[src/rtl/vram_port_arbiter_if.sv]
// Bundles the game-logic write channel, the display read channel, the RAM port and the status
// outputs of vram_port_arbiter. Timing is set by the clk_vga domain of the arbiter.
// slave modport: arbiter side. master modport: the surrounding logic (game, display, RAM).
interface vram_port_arbiter_if #(
   parameter int WIDTH    = 12,
   parameter int ADDR_W   = 8,
   parameter int DATA_W   = 16,
   parameter int WQ_DEPTH = 4
);
   localparam int LVL_W = $clog2(WQ_DEPTH) + 1;

   // beam position
   logic [WIDTH-1:0]  hdata;
   logic [WIDTH-1:0]  vdata;
   // display read channel
   logic              rd_req;
   logic [ADDR_W-1:0] rd_addr;
   logic              rd_valid;
   logic [DATA_W-1:0] rd_data;
   // game-logic write channel
   logic              wr_valid;
   logic [ADDR_W-1:0] wr_addr;
   logic [DATA_W-1:0] wr_data;
   logic              wr_ready;
   // single-port RAM
   logic              ram_en;
   logic              ram_we;
   logic [ADDR_W-1:0] ram_addr;
   logic [DATA_W-1:0] ram_wdata;
   logic [DATA_W-1:0] ram_rdata;
   // status
   logic              vblank_o;
   logic [LVL_W-1:0]  wq_level;

   modport slave (
      input  hdata, vdata, rd_req, rd_addr, wr_valid, wr_addr, wr_data, ram_rdata,
      output rd_valid, rd_data, wr_ready, ram_en, ram_we, ram_addr, ram_wdata, vblank_o, wq_level
   );

   modport master (
      output hdata, vdata, rd_req, rd_addr, wr_valid, wr_addr, wr_data, ram_rdata,
      input  rd_valid, rd_data, wr_ready, ram_en, ram_we, ram_addr, ram_wdata, vblank_o, wq_level
   );
endinterface

[src/rtl/vram_port_arbiter.sv]
// Purpose : shares one single-port board-state RAM between display reads and buffered game writes.
// Latency : read data one clock after the grant; writes drain one per clock from a WQ_DEPTH FIFO.
// Backpr. : wr_ready is registered !full; display reads always win, drains wait for a free port.
// Ports   : clk_vga/reset_n plain; bus (slave modport) carries beam position, read channel,
//           write channel, RAM port, vblank_o and wq_level.
module vram_port_arbiter #(
   parameter int WIDTH    = 12,
   parameter int HSIZE    = 800,
   parameter int VSIZE    = 600,
   parameter int ADDR_W   = 8,
   parameter int DATA_W   = 16,
   parameter int WQ_DEPTH = 4,
   parameter int COHERENT = 1
) (
   input  logic               clk_vga,
   input  logic               reset_n,
   vram_port_arbiter_if.slave bus
);
   localparam int PTR_W = $clog2(WQ_DEPTH);
   localparam int LVL_W = PTR_W + 1;

   typedef enum logic {
      S_DISPLAY = 1'b0,
      S_VBLANK  = 1'b1
   } state_t;

   state_t            state_q;
   logic              vblank_q;

   logic [PTR_W-1:0]  rd_ptr_q;
   logic [PTR_W-1:0]  wr_ptr_q;
   logic [LVL_W-1:0]  level_q;
   logic [LVL_W-1:0]  level_d;
   logic              wr_ready_q;
   logic              rd_valid_q;
   logic [DATA_W-1:0] rd_hold_q;

   logic [ADDR_W-1:0] wq_addr_q [WQ_DEPTH];
   logic [DATA_W-1:0] wq_data_q [WQ_DEPTH];

   logic              visible;
   logic              rd_gnt;
   logic              drain;
   logic              push;
   logic              wq_empty;

   // ------------------------------------------------------------------
   // Port grant
   // ------------------------------------------------------------------
   assign visible  = (bus.hdata < WIDTH'(HSIZE)) && (bus.vdata < WIDTH'(VSIZE));
   assign wq_empty = (level_q == '0);
   assign rd_gnt   = (state_q == S_DISPLAY) && bus.rd_req && visible;
   assign drain    = !rd_gnt && !wq_empty && ((state_q == S_VBLANK) || (COHERENT == 0));
   assign push     = bus.wr_valid && wr_ready_q;

   // reset_n gates the RAM strobes directly so a reset in the middle of a
   // drain cycle kills the write before the next clock edge.
   assign bus.ram_en = reset_n && (rd_gnt || drain);
   assign bus.ram_we = reset_n && drain;

   always_comb begin
      bus.ram_addr  = '0;
      bus.ram_wdata = '0;
      if (reset_n) begin
         if (rd_gnt) begin
            bus.ram_addr = bus.rd_addr;
         end else if (drain) begin
            bus.ram_addr  = wq_addr_q[rd_ptr_q];
            bus.ram_wdata = wq_data_q[rd_ptr_q];
         end
      end
   end

   // ------------------------------------------------------------------
   // Frame FSM; vblank_q is loaded alongside the state so it always
   // mirrors the current state
   // ------------------------------------------------------------------
   always_ff @(posedge clk_vga or negedge reset_n) begin
      if (!reset_n) begin
         state_q  <= S_DISPLAY;
         vblank_q <= 1'b0;
      end else begin
         case (state_q)
            S_DISPLAY: begin
               if (bus.hdata == '0 && bus.vdata == WIDTH'(VSIZE)) begin
                  state_q  <= S_VBLANK;
                  vblank_q <= 1'b1;
               end
            end
            S_VBLANK: begin
               if (bus.hdata == '0 && bus.vdata == '0) begin
                  state_q  <= S_DISPLAY;
                  vblank_q <= 1'b0;
               end
            end
            default: begin
               state_q  <= S_DISPLAY;
               vblank_q <= 1'b0;
            end
         endcase
      end
   end

   // ------------------------------------------------------------------
   // Write FIFO
   // ------------------------------------------------------------------
   always_comb begin
      level_d = level_q;
      if (push && !drain) begin
         level_d = level_q + LVL_W'(1);
      end else if (!push && drain) begin
         level_d = level_q - LVL_W'(1);
      end
   end

   always_ff @(posedge clk_vga or negedge reset_n) begin
      if (!reset_n) begin
         rd_ptr_q   <= '0;
         wr_ptr_q   <= '0;
         level_q    <= '0;
         wr_ready_q <= 1'b0;
      end else begin
         level_q <= level_d;
         // Computed from the next level, so wr_ready never looks at a pop
         // happening in the cycle it is offered in.
         wr_ready_q <= (level_d != LVL_W'(WQ_DEPTH));
         if (push) begin
            wr_ptr_q <= wr_ptr_q + PTR_W'(1);
         end
         if (drain) begin
            rd_ptr_q <= rd_ptr_q + PTR_W'(1);
         end
      end
   end

   // Payload storage needs no reset: the pointers define what is valid.
   always_ff @(posedge clk_vga) begin
      if (push) begin
         wq_addr_q[wr_ptr_q] <= bus.wr_addr;
         wq_data_q[wr_ptr_q] <= bus.wr_data;
      end
   end

   // ------------------------------------------------------------------
   // Read return: RAM data is passed straight through in the valid cycle
   // and captured so rd_data holds its last value afterwards.
   // ------------------------------------------------------------------
   always_ff @(posedge clk_vga or negedge reset_n) begin
      if (!reset_n) begin
         rd_valid_q <= 1'b0;
         rd_hold_q  <= '0;
      end else begin
         rd_valid_q <= rd_gnt;
         if (rd_valid_q) begin
            rd_hold_q <= bus.ram_rdata;
         end
      end
   end

   assign bus.rd_valid = rd_valid_q;
   assign bus.rd_data  = rd_valid_q ? bus.ram_rdata : rd_hold_q;
   assign bus.wr_ready = wr_ready_q;
   assign bus.vblank_o = vblank_q;
   assign bus.wq_level = level_q;

endmodule

[src/flat_wrapper.sv]
// flat-port wrapper written by rule: the top's interface ports become plain ports
module vram_port_arbiter_flat 
#(
   parameter int WIDTH    = 12,
   parameter int HSIZE    = 800,
   parameter int VSIZE    = 600,
   parameter int ADDR_W   = 8,
   parameter int DATA_W   = 16,
   parameter int WQ_DEPTH = 4,
   parameter int COHERENT = 1
)
  (clk_vga, reset_n, bus_hdata, bus_vdata, bus_rd_req, bus_rd_addr, bus_wr_valid, bus_wr_addr, bus_wr_data, bus_ram_rdata, bus_rd_valid, bus_rd_data, bus_wr_ready, bus_ram_en, bus_ram_we, bus_ram_addr, bus_ram_wdata, bus_vblank_o, bus_wq_level);
  vram_port_arbiter_if #(.WIDTH(WIDTH), .ADDR_W(ADDR_W), .DATA_W(DATA_W), .WQ_DEPTH(WQ_DEPTH)) bus_i ();
  input  logic clk_vga;
  input  logic reset_n;
  input wire logic [$bits(bus_i.hdata)-1:0] bus_hdata;
  input wire logic [$bits(bus_i.vdata)-1:0] bus_vdata;
  input wire logic [$bits(bus_i.rd_req)-1:0] bus_rd_req;
  input wire logic [$bits(bus_i.rd_addr)-1:0] bus_rd_addr;
  input wire logic [$bits(bus_i.wr_valid)-1:0] bus_wr_valid;
  input wire logic [$bits(bus_i.wr_addr)-1:0] bus_wr_addr;
  input wire logic [$bits(bus_i.wr_data)-1:0] bus_wr_data;
  input wire logic [$bits(bus_i.ram_rdata)-1:0] bus_ram_rdata;
  output wire logic [$bits(bus_i.rd_valid)-1:0] bus_rd_valid;
  output wire logic [$bits(bus_i.rd_data)-1:0] bus_rd_data;
  output wire logic [$bits(bus_i.wr_ready)-1:0] bus_wr_ready;
  output wire logic [$bits(bus_i.ram_en)-1:0] bus_ram_en;
  output wire logic [$bits(bus_i.ram_we)-1:0] bus_ram_we;
  output wire logic [$bits(bus_i.ram_addr)-1:0] bus_ram_addr;
  output wire logic [$bits(bus_i.ram_wdata)-1:0] bus_ram_wdata;
  output wire logic [$bits(bus_i.vblank_o)-1:0] bus_vblank_o;
  output wire logic [$bits(bus_i.wq_level)-1:0] bus_wq_level;
  assign bus_i.hdata = bus_hdata;
  assign bus_i.vdata = bus_vdata;
  assign bus_i.rd_req = bus_rd_req;
  assign bus_i.rd_addr = bus_rd_addr;
  assign bus_i.wr_valid = bus_wr_valid;
  assign bus_i.wr_addr = bus_wr_addr;
  assign bus_i.wr_data = bus_wr_data;
  assign bus_i.ram_rdata = bus_ram_rdata;
  assign bus_rd_valid = bus_i.rd_valid;
  assign bus_rd_data = bus_i.rd_data;
  assign bus_wr_ready = bus_i.wr_ready;
  assign bus_ram_en = bus_i.ram_en;
  assign bus_ram_we = bus_i.ram_we;
  assign bus_ram_addr = bus_i.ram_addr;
  assign bus_ram_wdata = bus_i.ram_wdata;
  assign bus_vblank_o = bus_i.vblank_o;
  assign bus_wq_level = bus_i.wq_level;
  vram_port_arbiter #(.WIDTH(WIDTH), .HSIZE(HSIZE), .VSIZE(VSIZE), .ADDR_W(ADDR_W), .DATA_W(DATA_W), .WQ_DEPTH(WQ_DEPTH), .COHERENT(COHERENT)) u_core (.clk_vga(clk_vga), .reset_n(reset_n), .bus(bus_i));
endmodule
[config.mk]
export PLATFORM = sky130hd
export DESIGN_NAME = vram_port_arbiter_flat
export DESIGN_NICKNAME = d
export VERILOG_FILES = /design/src/rtl/vram_port_arbiter_if.sv /design/src/rtl/vram_port_arbiter.sv /design/src/flat_wrapper.sv
export SDC_FILE = /design/constraint.sdc
export NUM_CORES = 1
export LEC_CHECK = 0
export ABC_AREA = 1
export BUFFER_PORTS_ARGS = -buffer_cell sky130_fd_sc_hd__buf_4
export CORE_MARGIN = 2
export CORE_UTILIZATION = 53
export DETAILED_ROUTE_END_ITERATION = 10
export PLACE_DENSITY = 0.77
export RECOVER_POWER = 100
export SLEW_MARGIN = 30
export SYNTH_ARGS = -nofsm -noshare
export SYNTH_HDL_FRONTEND = slang
export SYNTH_SLANG_ARGS = --single-unit
export TNS_END_PERCENT = 5
[constraint.sdc]
create_clock -name clk_vga -period 2.3 [get_ports clk_vga]
set_input_delay 0.23 -clock clk_vga [delete_from_list [all_inputs] [get_ports clk_vga]]
set_output_delay 0.23 -clock clk_vga [all_outputs]
set_load 0.02 [all_outputs]
==> qor.yml, run 1 <==
synth_area_um2: 5210
fp-row-count: 36
synth_nets: 526
clkSinkCount: 123
vias: 3941
critPathKind: "reg -> out"
clkPwrFrac_pct: 36.3
drive_gt1_share_pct: 26.3
vias_per_cell: 5.12
start_kind: "register"
core-area_um2: 9640
total_power_mw: 6.77
place_inst: 691
switching_power_mw: 1.94
nNetsFinal: 706
final_cells: 769
firstDrtPassIters: 5
htreeDepth: 4
hp-class: "in -> reg"
grt_max_degree: 33
diodes: 0
max_cap_viol_count: 0
clk_pin_slew_ns: 0.06
ys_ff_latch: 123
synthFlopType: "edfxtp_1"
period_needed_ns: 2.22
tns_ns: 0
fin_crit_sh_pct: 96.4
max_slew_margin_pct: 41.6
setup_viol: 0
track_usage_pct: 24.8
max_freq_mhz: 451
p_per_area_nw_per_um2: 938
seqPwrFrac_pct: 45.3
io_pins: 124
synth-async-reset-ratio_pct: 22.0
grt_pass1_wl_um: 19400
skew_ns: 0.0130
clockBufferDepth: 2
drc_errors: 0
crit_fanout: 16
crit_required_ns: 2.07
antenna_left: 0
p_leak_nw: 2.96
port_buffers: 123
wirelength_um: 12700
grt_overflow_total: 0
cts_tree: "yes"
avgRoutedWirePerCell_um: 16.5
antenna_found_initial: 0
ir_drop_v: 0.000523
root_buffer: "clkbuf_8"
p_int_mw: 4.83
area_growth_pct: 38.5
p_comb_share_pct: 18.4
yosysUniqueCellTypes: 29
worstPathArrival_ns: 1.99
drv_slew: 0
die_w_um: 103
synth_cells: 443
rsz0062_at_grt: "true"
gp_congestion: 0.856
synth_warnings: 0
synth-seq-area-share_pct: 68.3
holdWs_ns: 0.0291
drt_iter0_drc: 206
worst_slew_pin_slew_ns: 0.876
synth_edf_count: 96
start_util_pct: 54.1
grt_pass1_vias: 4073
outcome: "finished clean"
finalHoldViolations: 0
hpwl_um: 7530
fillers: 667
syn_area_per_cell_um2: 11.8
cts_buffers: 17
p_sw_share_pct: 28.7
worstSetupEndpointType: "primary output"
die_h_um: 103
dieArea_um2: 10600
insertion_delay_ns: 0.51
timing repair:
| action | CTS | global route |
|---|---|---|
| endpoints found under the hold margin | 139 | 0 |
| hold buffers | 41 | 0 |
| pin swaps | 1 | 1 |
| buffers inserted | 3 | 2 |
| gates resized for setup | 6 | 8 |
| endpoints found under the setup margin | 20 | 24 |
synth_stat cells, types with 2 or more instances:
| cell | instances | area share (%) |
|---|---|---|
| a21oi_1 | 21 | 2.0 |
| ha_1 | 7 | 1.7 |
| o22ai_1 | 8 | 0.96 |
| dfrtp_1 | 27 | 13 |
| xor2_1 | 3 | 0.50 |
| nand2_2 | 3 | 0.36 |
| edfxtp_1 | 96 | 55 |
| inv_1 | 21 | 1.5 |
| o21ai_1 | 13 | 1.2 |
| mux2_2 | 16 | 3.5 |
| buf_6 | 5 | 1.1 |
| o21ai_0 | 45 | 4.3 |
| nor2_2 | 2 | 0.24 |
| nand4_1 | 4 | 0.48 |
| nor2_1 | 101 | 7.3 |
| inv_2 | 4 | 0.29 |
| nand2_1 | 40 | 2.9 |
| nand3_1 | 5 | 0.48 |
| buf_2 | 9 | 0.86 |
| clkbuf_1 | 4 | 0.29 |
layout make-up:
cell class,instances,area (um^2),area share (%)
sequential,123,3560,49.4
multi-input combinational,275,1450,20.1
timing repair buffer,180,1380,19.1
clock buffer,17,414,5.74
tap,133,166,2.31
clock inverter,15,141,1.96
inverter,26,105,1.46
cell usage in the layout, fill, tap and decap left out, drive strengths merged, types with 6 or more instances in the layout:
cell	netlist	layout
buf	15	110
nor2	105	105
edfxtp	96	96
o21ai	59	59
clkbuf	4	46
nand2	44	44
dlygate4sd3	0	41
inv	26	31
dfrtp	27	27
a21oi	21	21
mux2	16	16
o22ai	8	8
ha	7	7
nand3	6	6
path summary, 6_finish.rpt:
kind,startpoint,end,slack (ns),depth (start not counted)
setup / recovery,u_core.bus.wq_level[0]$_DFF_PN0_,bus_ram_wdata[1],0.08,8
hold / removal,bus_vdata[2],u_core.state_q$_DFF_PN0_,0.03,4
setup reg to reg,u_core.wr_ptr_q[0]$_DFFE_PN0P_,u_core.wq_data_q[0][1]$_DFFE_PP_,0.67,5
hold reg to reg,u_core.bus.vblank_o$_DFFE_PN0P_,u_core.bus.vblank_o$_DFFE_PN0P_,0.48,2
max in group asynchronous,reset_n,u_core.rd_hold_q[11]$_DFF_PN0_,1.06,3
min in group asynchronous,reset_n,u_core.bus.wq_level[2]$_DFF_PN0_,0.16,2
layer usage:
metal	share of wire [%]	vias up	global-route usage, %	wire length, um
li1	-	1897	-	-
met1	40	1877	28.3	5050
met2	52	148	44.7	6650
met3	6.3	19	6.52	801
met4	1.5	0	9.21	190
met5	0	-	0	0
power groups by stage:
stage	combinational (mW)	sequential, mW	clock, mW
detailed placement	1.22	3.10	0
global route	1.37	3.10	2.59
CTS	1.30	3.06	2.49
finish	1.25	3.06	2.46
floorplan	0.646	3.11	0
global placement	1.18	3.08	0
through the flow:
stage	utilization (%)	cell area, um^2	setup WS (ns)
after floorplan	-	5210	0.204
after global placement	65.2	6280	0.462
after detailed placement	65.2	6280	0.429
after CTS	75.6	7290	-0.00149
after global routing	74.9	7220	-0.0195
final	74.9	7220	0.0838
registers in the layout (all words and copies together), names as in the netlist:
name	cells
u_core.bus.rd_valid	1
u_core.bus.vblank_o	1
u_core.bus.wq_level	3
u_core.bus.wr_ready	1
u_core.rd_hold_q	16
u_core.rd_ptr_q	2
u_core.state_q	1
u_core.wq_addr_q	32
u_core.wq_data_q	64
u_core.wr_ptr_q	2
critical path, cell delays in order, from the launching register on:
cell	delay [ns]
dfrtp_2	0.40
inv_2	0.06
ha_1	0.21
nand2_2	0.09
nand2_4	0.10
nor2_8	0.17
inv_6	0.10
a21oi_1	0.17
buf_4	0.17
cells by family after synthesis:
| logic type | after synthesis | share of synthesized area [%] |
|---|---|---|
| and+or+nand+nor | 161 | 13.1 |
| DFF | 123 | 68.3 |
| buffers and inverters | 45 | 4.30 |
| muxes | 16 | 3.46 |
| adders and majority gates | 7 | 1.68 |
| xor gates and xnor gates | 3 | 0.504 |
| AOI/OAI and AO/OA | 88 | 8.71 |
(Power assumes the default switching activity.)
==> inputs of run 2 (changes only) <==
--- a/config.mk
+++ b/config.mk
@@ -7,6 +7,7 @@
 export LEC_CHECK = 0
 export ABC_AREA = 1
 export BUFFER_PORTS_ARGS = -buffer_cell sky130_fd_sc_hd__buf_4
+export CORE_ASPECT_RATIO = 0.75
 export CORE_MARGIN = 2
 export CORE_UTILIZATION = 53
 export DETAILED_ROUTE_END_ITERATION = 10
==> qor.yml, run 2 (synthesis results as in run 1) <==
setup_viol: 0  # unchanged
worstPathCellList: "inv_1, ha_1, nand2_2, nand2_4, nor2_8, inv_8, a21oi_1, buf_4"
drv_slew: 0  # unchanged
insertion_delay_ns: 0.41  # -0.10 ns
post-place-ws_ns: 0.471  # +0.0413 ns
grt_overflow_total: 0  # unchanged
p_leak_nw: 2.79  # -5.8%
final_cell_mix: "107 x buf_4, 97 x nor2_1, 96 x edfxtp_1"
start_kind: "register"
wirelength_um: 11500  # -9.6%
outcome: "finished clean"
core-area_um2: 9620  # -0.21%
max_freq_mhz: 451  # about the same
use_met2_pct: 36.6  # -8.1 points
placed_cell_area_um2: 6280  # unchanged
grt_util_met3_pct: 6.85  # +0.33 points
drive_gt1_share_pct: 29.8  # +3.6 points
io_pins: 124  # unchanged
hp-class: "in -> reg"
port_buffers: 123  # unchanged
crit_required_ns: 2.07  # about the same
r2r_slack_ns: 0.70  # +0.03 ns
fp-row-count: 31  # -14%
p_per_area_nw_per_um2: 1000  # +7.1%
htreeDepth: 4  # unchanged
gp_congestion: 0.832  # -2.8%
max_slew_margin_pct: 55.3  # +14 points
track_usage_pct: 22.9  # -1.9 points
tns_ns: 0  # unchanged
ir_drop_v: 0.000637  # +22%
vias_per_cell: 5.28  # +2.9%
start_util_pct: 54.2  # +0.11 points
drt_iter0_drc: 298  # +45%
cts_buffers: 17  # unchanged
grt_pass1_vias: 3950  # -3.0%
nNetsFinal: 663  # -6.1%
die_w_um: 119  # +15%
hpwl_um: 7340  # -2.4%
max_stage_delay_ns: 0.41  # about the same
crit_family: "simple AND/OR/NAND/NOR gates"
holdWs_ns: 0.0679  # +0.0389 ns
worst_slew_pin_slew_ns: 0.670  # -0.205 ns
reg_top3: "u_core.wq_data_q (64), u_core.wq_addr_q (32), u_core.rd_hold_q (16)"
critPathKind: "reg -> out"
layout_commonest_cell: "buf_4"
antenna_found_initial: 0  # unchanged
fin_crit_sh_pct: 96.4  # about the same
use_met1_pct: 28.4  # +0.055 points
drc_errors: 0  # unchanged
clockBufferDepth: 2  # unchanged
clkSinkCount: 123  # unchanged
setup_ws_ns: 0.0833  # -0.000494 ns
antenna_left: 0  # unchanged
grt_pass1_wl_um: 18800  # -3.5%
vias: 3825  # -2.9%
finalHoldViolations: 0  # unchanged
grt_max_degree: 50  # +52%
skew_ns: 0.00478  # -0.00822 ns
root_buffer: "clkbuf_16"
top_register: "u_core.wq_data_q"
worstSetupEndpointType: "primary output"
cts_setup_buffers: 0  # -3
firstDrtPassIters: 5  # unchanged
worstPathArrival_ns: 1.99  # about the same
avgRoutedWirePerCell_um: 15.8  # -4.1%
clk_pin_slew_ns: 0.05  # about the same
crit_fanout: 16  # unchanged
cts_tree: "yes"
largest_reg_flops: 64  # unchanged
diodes: 0  # unchanged
path_buf_inv: 3  # unchanged
period_needed_ns: 2.22  # +0.000495 ns
crit_slowest_cell: "dfrtp_1"
fin_area_um2: 6800  # -5.8%
area_growth_pct: 30.5
total_power_mw: 6.83  # +0.97%
die_h_um: 89.9  # -13%
dieArea_um2: 10700  # about the same
gr-max-usage-layer: "met2"
max_cap_viol_count: 0  # unchanged
rsz0062_at_grt: "true"
run 2: changes by cell type in the layout (fill, tap and decap cells not counted), sizes merged:
cell / delta
inv: -6
buf: -2
dlygate4sd3: -40
clkbuf: +1
bufinv: +2
clkinvlp: -2
clkinv: +4
run 2: layer usage:
layer / wire length [um] / up-vias
li1: - / 1813
met1: 4900 / 1849
met2: 5610 / 142
met3: 739 / 21
met4: 232 / 0
met5: 0 / -
run 2: area by class of cell:
cell class                      count  area [um^2]
Tap cell                          132          165
Clock buffer                       19          433
Fill cell                         711         2820
Sequential cell                   123         3560
Inverter                           26          106
Clock inverter                     13          151
Timing Repair Buffer              137          930
Multi-Input combinational cell    275         1460
run 2: path summary, 6_finish.rpt:
path,cells past startpoint,to,startpoint
max,8,bus_ram_wdata[13],u_core.bus.wq_level[0]$_DFF_PN0_
max reg2reg,11,u_core.bus.wr_ready$_DFF_PN0_,u_core.bus.wq_level[0]$_DFF_PN0_
min,2,u_core.rd_hold_q[2]$_DFF_PN0_,bus_ram_rdata[2]
min reg2reg,1,u_core.rd_hold_q[5]$_DFF_PN0_,u_core.rd_hold_q[5]$_DFF_PN0_
max in group asynchronous,3,u_core.rd_hold_q[6]$_DFF_PN0_,reset_n
min in group asynchronous,2,u_core.bus.wq_level[1]$_DFF_PN0_,reset_n
run 2: report_power, final:
part | internal [mW] | switching [mW] | total [mW]
combinational | 0.424 | 0.760 | 1.18
clock | 1.69 | 0.907 | 2.59
sequential | 2.92 | 0.137 | 3.06
run 2: repair_timing:
action | 4_1_cts | 5_1_grt
hold buffers | 1 | 0
endpoints found under the setup margin | 0 | 13
endpoints found under the hold margin | 27 | 0
gates resized for setup | 0 | 9
run 2: per-stage QoR:
| step | std cells | util (%) |
|---|---|---|
| final | 725 | 70.7 |
| after CTS | 725 | 71.5 |
| after global routing | 725 | 70.7 |
| after global placement | 692 | 65.3 |
| after floorplan | 443 | - |
| after detailed placement | 692 | 65.3 |
